==> src/rtl/led_breath_sched_pkg.sv <==
// Shared definitions for the LED breath scheduler.
//   state_t        : sequencer state encoding (3 bits)
//   LEVEL_MAX/MIN  : ramp end points
//   next_set_bit() : next set mask bit above an index; wraps to the lowest set bit
package led_breath_sched_pkg;

  typedef enum logic [2:0] {
    ST_IDLE    = 3'd0,
    ST_RISE    = 3'd1,
    ST_HOLD_HI = 3'd2,
    ST_FALL    = 3'd3,
    ST_HOLD_LO = 3'd4,
    ST_NEXT    = 3'd5
  } state_t;

  localparam logic [7:0] LEVEL_MAX = 8'd255;
  localparam logic [7:0] LEVEL_MIN = 8'd0;

  typedef struct packed {
    logic       wrap;  // no set bit above the index; idx holds the lowest set bit
    logic [2:0] idx;
  } bit_sel_t;

  // Searching from index 7 always wraps, so the same search yields the lowest set bit.
  function automatic bit_sel_t next_set_bit(input logic [7:0] mask, input logic [2:0] from);
    bit_sel_t   r;
    logic       found;
    logic [2:0] above;
    logic [2:0] lowest;
    found  = 1'b0;
    above  = 3'd0;
    lowest = 3'd0;
    // Scan downwards so the last hit is the lowest qualifying bit.
    for (int j = 7; j >= 0; j--) begin
      if (mask[j]) begin
        lowest = 3'(j);
        if (j > int'(from)) begin
          above = 3'(j);
          found = 1'b1;
        end
      end
    end
    r.wrap = ~found;
    r.idx  = found ? above : lowest;
    return r;
  endfunction

endpackage

==> src/rtl/led_breath_sched_pwm_gen.sv <==
// PWM generator shared by all LED channels.
//   clk, rst      : clock, async active-low reset
//   en            : drive enable; 0 forces every output low on the next clock
//   level         : shared ramp brightness
//   sel           : index of the channel allowed to toggle
//   pwm_out       : registered per-channel PWM drive
module led_pwm_gen #(
  parameter int N_CH = 4
) (
  input  logic            clk,
  input  logic            rst,
  input  logic            en,
  input  logic [7:0]      level,
  input  logic [2:0]      sel,
  output logic [N_CH-1:0] pwm_out
);
  import led_breath_sched_pkg::*;

  logic [7:0]      pwm_cnt;
  logic [N_CH-1:0] sel_oh;
  logic            duty_on;

  always_comb begin
    sel_oh = '0;
    for (int i = 0; i < N_CH; i++) sel_oh[i] = (sel == 3'(i));
  end

  // level == LEVEL_MIN never satisfies the compare, so 0% duty falls out naturally.
  assign duty_on = en && (level != LEVEL_MIN) && (pwm_cnt < level);

  always_ff @(posedge clk or negedge rst) begin
    if (!rst) begin
      pwm_cnt <= '0;
      pwm_out <= '0;
    end else begin
      pwm_cnt <= pwm_cnt + 8'd1;
      pwm_out <= duty_on ? sel_oh : '0;
    end
  end

endmodule

==> src/rtl/led_breath_sched.sv <==
// Round-robin triangle-breath sequencer driving a shared 8-bit ramp.
//   clk, rst                  : clock, async active-low reset
//   en                        : level enable, 0 aborts to IDLE
//   start                     : pulse, begins a sequence from IDLE
//   cfg_mask/div/hold/cycles/loop : configuration, shadowed on accepted start
//   level, pwm_out, active_ch : ramp level, PWM drive, driven channel
//   busy, done                : not IDLE / end-of-single-pass pulse
//
// state      | meaning
// IDLE       | waiting for start
// RISE       | level ramps up one step per tick
// HOLD_HI    | hold at peak for hold+1 ticks
// FALL       | level ramps down one step per tick
// HOLD_LO    | hold at floor, then next breath or next channel
// NEXT       | one clock: pick next channel, wrap, or finish
module led_breath_sched #(
  parameter int N_CH  = 4,
  parameter int DIV_W = 16
) (
  input  logic             clk,
  input  logic             rst,
  input  logic             en,
  input  logic             start,
  input  logic [N_CH-1:0]  cfg_mask,
  input  logic [DIV_W-1:0] cfg_div,
  input  logic [7:0]       cfg_hold,
  input  logic [3:0]       cfg_cycles,
  input  logic             cfg_loop,
  output logic [7:0]       level,
  output logic [N_CH-1:0]  pwm_out,
  output logic [2:0]       active_ch,
  output logic             busy,
  output logic             done
);
  import led_breath_sched_pkg::*;

  state_t           state_q, state_d;
  logic [7:0]       level_q, level_d;
  logic [7:0]       hold_cnt_q, hold_cnt_d;
  logic [3:0]       cyc_cnt_q, cyc_cnt_d;
  logic [2:0]       ch_q, ch_d;
  logic [DIV_W-1:0] pre_cnt_q, pre_cnt_d;
  logic [N_CH-1:0]  mask_q, mask_d;
  logic [DIV_W-1:0] div_q, div_d;
  logic [7:0]       hold_q, hold_d;
  logic [3:0]       cycles_q, cycles_d;
  logic             loop_q, loop_d;
  logic             done_q, done_d;

  logic             tick;
  logic [3:0]       cyc_last;
  logic [7:0]       srch_mask;
  logic [2:0]       srch_from;
  bit_sel_t         sel;

  assign busy     = (state_q != ST_IDLE);
  assign tick     = busy && (pre_cnt_q == div_q);
  assign cyc_last = (cycles_q == 4'd0) ? 4'd0 : cycles_q - 4'd1;

  // One search serves both the start (lowest bit of the incoming mask) and NEXT.
  assign srch_mask = (state_q == ST_IDLE) ? 8'(cfg_mask) : 8'(mask_q);
  assign srch_from = (state_q == ST_IDLE) ? 3'd7 : ch_q;
  assign sel       = next_set_bit(srch_mask, srch_from);

  always_ff @(posedge clk or negedge rst) begin
    if (!rst) begin
      state_q    <= ST_IDLE;
      level_q    <= '0;
      hold_cnt_q <= '0;
      cyc_cnt_q  <= '0;
      ch_q       <= '0;
      pre_cnt_q  <= '0;
      mask_q     <= '0;
      div_q      <= '0;
      hold_q     <= '0;
      cycles_q   <= '0;
      loop_q     <= 1'b0;
      done_q     <= 1'b0;
    end else begin
      state_q    <= state_d;
      level_q    <= level_d;
      hold_cnt_q <= hold_cnt_d;
      cyc_cnt_q  <= cyc_cnt_d;
      ch_q       <= ch_d;
      pre_cnt_q  <= pre_cnt_d;
      mask_q     <= mask_d;
      div_q      <= div_d;
      hold_q     <= hold_d;
      cycles_q   <= cycles_d;
      loop_q     <= loop_d;
      done_q     <= done_d;
    end
  end

  always_comb begin
    state_d    = state_q;
    level_d    = level_q;
    hold_cnt_d = hold_cnt_q;
    cyc_cnt_d  = cyc_cnt_q;
    ch_d       = ch_q;
    pre_cnt_d  = pre_cnt_q;
    mask_d     = mask_q;
    div_d      = div_q;
    hold_d     = hold_q;
    cycles_d   = cycles_q;
    loop_d     = loop_q;
    done_d     = 1'b0;

    if (busy) pre_cnt_d = tick ? '0 : pre_cnt_q + DIV_W'(1);

    case (state_q)
      ST_IDLE: begin
        if (start && en && (cfg_mask != '0)) begin
          mask_d     = cfg_mask;
          div_d      = cfg_div;
          hold_d     = cfg_hold;
          cycles_d   = cfg_cycles;
          loop_d     = cfg_loop;
          level_d    = LEVEL_MIN;
          hold_cnt_d = '0;
          cyc_cnt_d  = '0;
          ch_d       = sel.idx;
          pre_cnt_d  = '0;
          state_d    = ST_RISE;
        end
      end
      ST_RISE: begin
        if (tick) begin
          if (level_q == LEVEL_MAX) begin
            hold_cnt_d = '0;
            state_d    = ST_HOLD_HI;
          end else begin
            level_d = level_q + 8'd1;
          end
        end
      end
      ST_HOLD_HI: begin
        if (tick) begin
          if (hold_cnt_q == hold_q) state_d = ST_FALL;
          else hold_cnt_d = hold_cnt_q + 8'd1;
        end
      end
      ST_FALL: begin
        if (tick) begin
          if (level_q == LEVEL_MIN) begin
            hold_cnt_d = '0;
            state_d    = ST_HOLD_LO;
          end else begin
            level_d = level_q - 8'd1;
          end
        end
      end
      ST_HOLD_LO: begin
        if (tick) begin
          if (hold_cnt_q != hold_q) begin
            hold_cnt_d = hold_cnt_q + 8'd1;
          end else if (cyc_cnt_q == cyc_last) begin
            state_d = ST_NEXT;
          end else begin
            cyc_cnt_d = cyc_cnt_q + 4'd1;
            state_d   = ST_RISE;
          end
        end
      end
      ST_NEXT: begin
        if (!sel.wrap || loop_q) begin
          ch_d      = sel.idx;
          cyc_cnt_d = '0;
          state_d   = ST_RISE;
        end else begin
          done_d  = 1'b1;
          state_d = ST_IDLE;
        end
      end
      default: state_d = ST_IDLE;
    endcase

    // Enable dropping overrides everything, including a pending done.
    if (!en) begin
      state_d = ST_IDLE;
      level_d = LEVEL_MIN;
      done_d  = 1'b0;
    end
  end

  assign level     = level_q;
  assign active_ch = ch_q;
  assign done      = done_q;

  led_pwm_gen #(.N_CH(N_CH)) u_pwm (
    .clk     (clk),
    .rst     (rst),
    .en      (busy && en),
    .level   (level_q),
    .sel     (ch_q),
    .pwm_out (pwm_out)
  );

endmodule

==> config.mk <==
export PLATFORM = sky130hd
export DESIGN_NAME = led_breath_sched
export DESIGN_NICKNAME = d
export VERILOG_FILES = /design/src/rtl/led_breath_sched_pkg.sv /design/src/rtl/led_breath_sched_pwm_gen.sv /design/src/rtl/led_breath_sched.sv
export SDC_FILE = /design/constraint.sdc
export NUM_CORES = 1
export LEC_CHECK = 0
export ABC_CLOCK_PERIOD_IN_PS = 7800
export BUFFER_PORTS_ARGS = -buffer_cell sky130_fd_sc_hd__buf_4
export CAP_MARGIN = 20
export CORE_MARGIN = 10
export CORE_UTILIZATION = 50
export CTS_BUF_LIST = sky130_fd_sc_hd__clkbuf_8
export CTS_CLUSTER_DIAMETER = 60
export DETAILED_ROUTE_END_ITERATION = 12
export GPL_TIMING_DRIVEN = 0
export PLACE_DENSITY = 0.79
export SLEW_MARGIN = 5
export SYNTH_ARGS = -nofsm -noshare
export SYNTH_HDL_FRONTEND = slang
export SYNTH_HIERARCHICAL = 1
export SYNTH_SLANG_ARGS = --single-unit
==> constraint.sdc <==
create_clock -name clk -period 7.8 [get_ports clk]
set_input_delay 1.17 -clock clk [delete_from_list [all_inputs] [get_ports clk]]
set_output_delay 1.17 -clock clk [all_outputs]
set_load 0.02 [all_outputs]
# Word level (Yosys, flattened, before mapping)
# Cells that the tools add are included.
# totals
ff_bits	88
inputBits	37
wordCells	175
# classes
add_sub_neg	7
order_cmp	8
n_eq_ne	37
mux	86
n_reduce_logical	23
# op_table
operator	n
8-bit two-way mux	14
3-bit two-way mux	37
16-bit two-way mux	4
8-bit one-hot mux with 5 select lines	1
4-bit two-way mux	8
3-bit != test, second input constant	10
8-bit by 1-bit adder with 8-bit output, second input constant	3
8-bit one-hot mux with 3 select lines	1
2-bit != test, second input constant	11
1-bit two-way mux	18
3-bit one-hot mux with 6 select lines	1
16-bit by 1-bit adder with 16-bit output, second input constant	1
16-bit equality test	1
3-bit by 2-bit equality test with 1-bit output, second input constant	4
3-bit greater-than comparator, first input constant	4
4-bit one-hot mux with 3 select lines	1
6-bit AND reduction	2
10-bit AND reduction	1
9-bit AND reduction	1
8-bit equality test	1
8-bit equality test, second input constant	1
8-bit zero test	1
8-bit less-than comparator	1
8-bit != test	1
other kinds (23)	33

# Depth between registers and ports, before layout
# Gate-level depths: netlist of the first run.
# logic_depth
depth_word	21
ltp_mapped	12
mapped_depth_nobuf	11

# By module
# The synthesis of the first run kept the hierarchy.
# modules_own_cells
mod	n_inst	cells_each	area_per_inst_um2
led_breath_sched	1	414	4249.1
led_pwm_gen	1	59	636.9

# Worst setup path before layout of the first run
# No wires, ideal clock.
# synth_timing
path_kind	input to register
start	input cfg_mask[1]
end	register cyc_cnt_q[0]
arrival_time_ps	2633
required_time_ps	7675
slack_ps	5042
cell_stages	6
path_cell_list	or4_1 > nand3_1 > a21oi_1 > a21oi_1 > or4_4 > mux2_4
# synth_via
elab_chain_cells	5
word_cells_on_any_way	8
classes_between	eq/ne: 2; mux: 2; reduce/logical: 4
# synth_rtl
item	line_no	rtl
from (decl)	led_breath_sched.sv:24	input logic [N_CH-1:0] cfg_mask,
4-bit two-way mux	led_breath_sched.sv:61	assign srch_mask = (state_q == ST_IDLE) ? 8'(cfg_mask) : 8'(mask_q);
1-bit two-way mux	led_breath_sched_pkg.sv:35	if (mask[j]) begin
1-bit logical OR	led_breath_sched.sv:166	if (!sel.wrap || loop_q) begin
2-bit != test (no line)	n/a	
6-bit AND reduction (no line) (*)	n/a	
to (signal assigned)	led_breath_sched.sv:83	cyc_cnt_q <= cyc_cnt_d;
to (decl)	led_breath_sched.sv:40	logic [3:0] cyc_cnt_q, cyc_cnt_d;
# Mark *: on every way between the ends. The rest lies on a longest branch, timed or not.
# A chain may end at the register's enable or synchronous reset.

# Worst setup path after layout of the first run
# layout_timing
start	register state_q[0]
end	register level_q[7] (netlist: level[7])
# layout_via
elab_chain_cells	4
word_cells_on_any_way	14
classes_between	eq/ne: 8; mux: 2; reduce/logical: 4
# layout_rtl
item	line_no	rtl
from (decl)	led_breath_sched.sv:37	state_t state_q, state_d;
from (signal assigned)	led_breath_sched.sv:80	state_q <= state_d;
3-bit nonzero test	led_breath_sched.sv:56	assign busy = (state_q != ST_IDLE);
1-bit logical AND	led_breath_sched.sv:57	assign tick = busy && (pre_cnt_q == div_q);
3-bit != test (no line)	n/a	
6-bit AND reduction (no line)	n/a	
to (signal assigned)	led_breath_sched.sv:81	level_q <= level_d;
to (decl)	led_breath_sched.sv:38	logic [7:0] level_q, level_d;
# Parallel ways exist; a longest one is shown, timed or not.

==> out/results.tsv, run 1 <==
metric	value	unit
status	finished clean	
Logic pwr share	0.303	
nets	593	
Synth area leader	dfrtp_1	
Yosys top cell area share	0.446	
I/O pin count	54	
Die X	119	µm
critical path arrival	3.59	ns
DP Area	5450	µm²
Clock Skews	0.0127	ns
mux cell area share after synthesis	0.0817	
IR drop worst, VDD	0.116	mV
endpoints failing hold	0	
Power Internal	0.000993	W
initial core utilization	0.507	
vias in the first global route	3784	
Setup WS post-layout	4.50	ns
pre-CTS setup slack	4.34	ns
Tightest Hold Check Type	reg2reg	
Core Box Area	9640	µm²
IO buf count	52	
Max Slew Vio Count	0	
final setup vio count	0	
routed vias/inst	5.62	
Post-DP HPWL	7900	µm
Net Sw Power	0.000505	W
EDFF count, synth	0	
syn avg cell area	10.3	µm²
Row Count	36	
Max-Cap Viols	0	
setup bufs post-CTS	0	
clock sink count	87	
gr usage total	0.151	
total wire length	10700	µm
Die H	119	µm
synthesized instance count	473	
Main synth FF type	dfrtp_1	
Pwr Total	0.00150	W
Worst Path Max Fanout	10	
Post-Syn Area	4890	µm²
Synth area leaders	dfrtp_1 45%, mux2_2 7.1%, xnor2_1 6.5%, ha_1 4.4%, nor2_1 2.9%	
xor/xnor share of the synthesized area	0.0948	
Final Wtd Congestion	0.910	
Pre-Repair DR Iteration Count	5	
synthesis-to-finish area growth	17.2	%
CTS root buffer	clkbuf_8	
total gr overflow	0	
synth cell count leaders	87 x dfrtp_1, 38 x nor2_1, 36 x xnor2_1, 31 x mux2_2, 31 x nand2_1	
DRC	0	
Routed wire per std cell	15.8	µm
initial antenna violation count	0	
main combinational cell family by area after synthesis	simple AND/OR/NAND/NOR gates	
CTS tree	yes	
Reg power frac	0.438	
count leader, synth	dfrtp_1	
fillers	804	
adder-cell share of the synthesized area	0.0476	
asr flop ratio synth	1.00	
Static Leak	2.55	nW
WP data required	8.08	ns
clk slew on worst S/H paths	0.09	ns
PwrDens	262	nW/µm²
global-route wire length before repair	17900	µm
n_diodes	0	
fmax	303	MHz
violation count after the first detailed-route iteration	192	
setup TNS	0	ns
Via Count	3799	
number of synthesis warnings	6	
cell area after layout	5720	µm²
Synth Area in Compound Gates	0.133	
worst rel slew slack	0.407	
hold buffers post-CTS	0	
critical setup path kind	reg2reg	
CP Capture Type	flip-flop	
largest net degree at the start of global routing	88	
power share of the clock group	0.259	
CTS resizes	0	
fin crit share	0.423	
Net Sw Frac	0.337	
Die ar.	14100	µm²
Yosys reg bits	87	
RSZ-0062 raised after global routing	false	
worst slew pin tran	0.886	ns
clk_lat worst skew	0.36	ns
post-synthesis sequential area ratio	0.446	
library cells used by synthesis	64	
CTS Buf Count	9	
ANT nets after route	0	
Simple-Gate Fraction of Synth Area	0.166	
Tmin final	3.30	ns
CTS Buffer Depth	2	
startpoint types	flip-flop	
layout cells sized above 1	0.223	
H-tree levels	3	
final timing paths:
path,slack [ns],from,depth (start not counted),end
setup / recovery,4.50,state_q[0],12,level[7]
hold / removal,0.49,u_pwm/pwm_cnt[7],1,u_pwm/pwm_cnt[7]
setup reg to reg,4.50,state_q[0],12,level[7]
hold reg to reg,0.49,u_pwm/pwm_cnt[7],1,u_pwm/pwm_cnt[7]
max in group asynchronous,6.48,rst,2,level[5]
min in group asynchronous,0.72,rst,1,div_q[5]
area by class of cell:
cell class                 count  area, µm²  share of cell area
tap                          133        166              0.0291
clock inverter                 7        126              0.0221
timing repair buffer          53        418              0.0730
buffer                        14       72.6              0.0127
sequential                    87       2180               0.380
clock buffer                   9        124              0.0216
inverter                      21       78.8              0.0138
multi-input combinational    352       2560               0.447
cell families (layout without fill, tap and decap cells):
kind of cell / count (synthesis) / in the layout
xor+xnor: 52 / 52
flops: 87 / 87
mux: 35 / 35
other cells: 1 / 2
buf+inv: 35 / 104
fa+ha+maj: 18 / 18
simple gates: 154 / 154
compound gates: 91 / 91
layout by cell type, fill, tap and decap left out, drive strengths merged, types with 4 or more instances in the layout:
cell    instances
a21o            4
a21oi          15
a22o            7
a31oi           6
and2            4
and3            8
buf            61
clkbuf         15
dfrtp          87
ha             17
inv            24
mux2           33
nand2          31
nand3          20
nand4          12
nor2           38
nor3            8
nor4            9
nor4b           4
o21ai          22
o31ai           8
o41ai           4
or4             4
xnor2          37
xor2           15
per-stage QoR:
step,hold WS [ns],std cells,util
2_1_floorplan,0.437,474,-
3_3_place_gp,0.467,659,0.565
3_5_place_dp,0.477,659,0.565
4_1_cts,0.492,675,0.591
5_1_grt,0.501,676,0.594
6_report,0.487,676,0.594
metal layers:
metal  vias to the layer above  GRT usage  routed length (µm)
li1                       1838          -                   -
met1                      1850      0.188                4890
met2                        98      0.249                5130
met3                        13     0.0468                 526
met4                         0     0.0405                 124
met5                         -          0                   0
power by group through the flow:
| stage | Combinational (W) | Clock [W] | Sequential (W) |
|---|---|---|---|
| final | 0.000454 | 0.000388 | 0.000656 |
| after global routing | 0.000502 | 0.000416 | 0.000674 |
| after CTS | 0.000454 | 0.000398 | 0.000657 |
| after detailed placement | 0.000452 | 0 | 0.000666 |
| after global placement | 0.000435 | 0 | 0.000658 |
| after floorplan | 0.000343 | 0 | 0.000643 |
sequential cells by signal, summed over array words and instances, names as in the netlist:
register,count
loop_q,1
level,8
cycles_q,4
pre_cnt_q,16
u_pwm/pwm_cnt,8
active_ch,2
mask_q,4
state_q,3
div_q,16
hold_q,8
cyc_cnt_q,4
hold_cnt_q,8
done,1
u_pwm/pwm_out,4
worst max-delay path, stage by stage, from the launching register on:
cell and delay, ns:
dfrtp_1 0.40, clkbuf_1 0.33, inv_1 0.19, nor2_1 0.29
nand2_1 0.13, inv_1 0.26, ha_1 0.30, a21oi_1 0.21
o211ai_1 0.15, o41ai_1 0.39, xnor2_1 0.14, or3b_1 0.35
o21ai_0 0.08
(Power assumes the default switching activity.)
==> run 2, diff against run 1 <==
- ABC_CLOCK_PERIOD_IN_PS: 7800 -> 3250
- clock period: 7.8 -> 3.25 ns (I/O delays scaled with it)
==> run 2 against run 1 <==
- count of clock-buffer cells in the layout did not move
- combinational power rose by 140%
- highest routed layer unchanged
- largest power group unchanged
- final area rose by 0.17%
- global-route usage did not move
- register-to-register slack got worse by 4.2 ns
- fmax rose by 10%
- sequential share of layout area fell by 0.066 points
- worst hold slack got worse by 0.46 ns
- total power rose by 140%
- core utilization rose by 0.10 points
==> out/results.tsv, run 2 (synthesized netlist as in run 1, its figures left out) <==
metric	value	unit	change
Logic pwr share	0.303		about the same
CTS root buffer	clkbuf_8		
total wire length	10700	µm	about the same
CP Capture Type	flip-flop		
cells on worst reg2reg path	11		-1
fmax	333	MHz	+10%
Max Slew Vio Count	0		unchanged
startpoint types	flip-flop		
WP data required	3.53	ns	-4.55 ns
dpl cells	659		unchanged
met3 wire length	476	µm	-9.5%
hold buffers post-CTS	0		unchanged
WP depth	11		-1
global-route wire length before repair	17900	µm	unchanged
status	finished clean		
CP delay by family, top	buffers and inverters		
violation count after the first detailed-route iteration	189		-1.6%
worst rel slew slack	0.410		+0.00307
fillers	803		-0.12%
Static Leak	2.57	nW	+0.65%
setup bufs post-CTS	0		unchanged
Reg power frac	0.438		about the same
nets	593		unchanged
Die H	119	µm	unchanged
met2 wire length	5140	µm	+0.20%
routed vias/inst	5.61		-0.16%
Core Box Area	9640	µm²	unchanged
CTS Buffer Depth	2		unchanged
clk_lat worst skew	0.36	ns	about the same
synthesis-to-finish area growth	17.4	%	
n_diodes	0		unchanged
Clock Skews	0.0126	ns	-0.000111 ns
largest net degree at the start of global routing	88		unchanged
CTS tree	yes		
layout cells sized above 1	0.228		+0.00552
gr usage total	0.151		unchanged
Max-Cap Viols	0		unchanged
initial antenna violation count	0		unchanged
final setup vio count	0		unchanged
setup slack, reg-to-reg	0.25	ns	-4.25 ns
total gr overflow	0		unchanged
initial core utilization	0.507		unchanged
power share of the clock group	0.259		about the same
CTS resizes	0		unchanged
Via Count	3793		-0.16%
CTS Buf Count	9		unchanged
Min Hold Slack	0.0321	ns	-0.455 ns
PwrDens	627	nW/µm²	+140%
r2r endpoint	level[7]		
critical path arrival	3.28	ns	-0.31 ns
Crit. Startpoint	state_q[1]		
Multi-input gate area	2570	µm²	+0.29%
Row Count	36		unchanged
worst r2r src	state_q[1]		
top sig layer	met4		
Final Wtd Congestion	0.910		unchanged
clk slew on worst S/H paths	0.09	ns	about the same
commonest cells after routing, fill and taps aside	87 x dfrtp_1, 54 x buf_4, 38 x nor2_1		
critical setup path kind	reg2reg		
setup TNS	0	ns	unchanged
WL met1	4910	µm	+0.43%
Power Internal	0.00238	W	+140%
Routed wire per std cell	15.8	µm	about the same
IO buf count	52		unchanged
endpoints failing hold	0		unchanged
I/O pin count	54		unchanged
Worst Path Max Fanout	10		unchanged
fin cells	676		unchanged
Die X	119	µm	unchanged
H-tree levels	3		unchanged
Pre-Repair DR Iteration Count	5		unchanged
RSZ-0062 raised after global routing	false		
Die ar.	14100	µm²	unchanged
Tightest Hold Check Type	in2async		
IR drop worst, VDD	0.278	mV	+140%
most common cell after layout, fill and taps aside	dfrtp_1		
DRC	0		unchanged
Reg area	2180	µm²	unchanged
ANT nets after route	0		unchanged
Top Registers	div_q: 16 flops, pre_cnt_q: 16 flops		
clock sink count	87		unchanged
CP max stage cell	dfrtp_1		
Post-DP HPWL	7900	µm	unchanged
CP max stage delay	0.37	ns	-0.03 ns
Tmin final	3.00	ns	-0.303 ns
vias in the first global route	3784		unchanged
Net Sw Frac	0.337		-0.000659
fin crit share	0.923		+0.500
worst slew pin tran	0.881	ns	-0.00458 ns
Net Sw Power	0.00121	W	+140%
crit path cell chain	clkbuf_1, clkbuf_2, nand2_1, inv_1, ha_1, a21oi_1, o211ai_1, o41ai_2, xnor2_1, or3b_1, o21ai_0		
fin util	0.595		+0.00104
Buf/Inv on CP	3		unchanged
CP endpoint	level[7]		
[run 2: cell counts in the layout (fill, tap and decap cells not counted)]
No cell type changed its count.
[run 2: cell type report]
type / instances / area share
sequential: 87 / 0.380
buffer: 14 / 0.0131
timing repair buffer: 53 / 0.0729
clock buffer: 9 / 0.0216
tap: 133 / 0.0290
inverter: 21 / 0.0137
multi-input combinational: 352 / 0.448
clock inverter: 7 / 0.0220
[run 2: stage by stage]
stage | cell area [µm²] | setup WS [ns] | power (W)
floorplan | 4890 | 0.617 | 0.00237
global placement | 5450 | 0.139 | 0.00262
detailed placement | 5450 | 0.0592 | 0.00268
CTS | 5700 | 0.0161 | 0.00362
global route | 5730 | 0.0280 | 0.00382
finish | 5730 | 0.250 | 0.00359
[run 2: power by group through the flow]
stage	Combinational [W]	Sequential (W)	Clock, W
2_1_floorplan	0.000823	0.00154	0
3_3_place_gp	0.00104	0.00158	0
3_5_place_dp	0.00109	0.00160	0
4_1_cts	0.00109	0.00158	0.000955
5_1_grt	0.00121	0.00162	0.000998
6_report	0.00109	0.00157	0.000930
[run 2: layer usage]
metal,track usage,vias up
met1,0.188,1839
li1,-,1842
met2,0.249,97
met4,0.0405,0
met5,0,-
met3,0.0468,15
[run 2: worst min-delay path by stage]
stage / startpoint / endpoint / depth (start not counted)
global placement: u_pwm/pwm_cnt[0] / u_pwm/pwm_cnt[0] / 1
CTS: cfg_div[9] / div_q[9] / 2
detailed placement: u_pwm/pwm_cnt[7] / u_pwm/pwm_cnt[7] / 1
finish: rst / div_q[5] / 1
global route: rst / cycles_q[3] / 1
floorplan: rst / active_ch[0] / 0
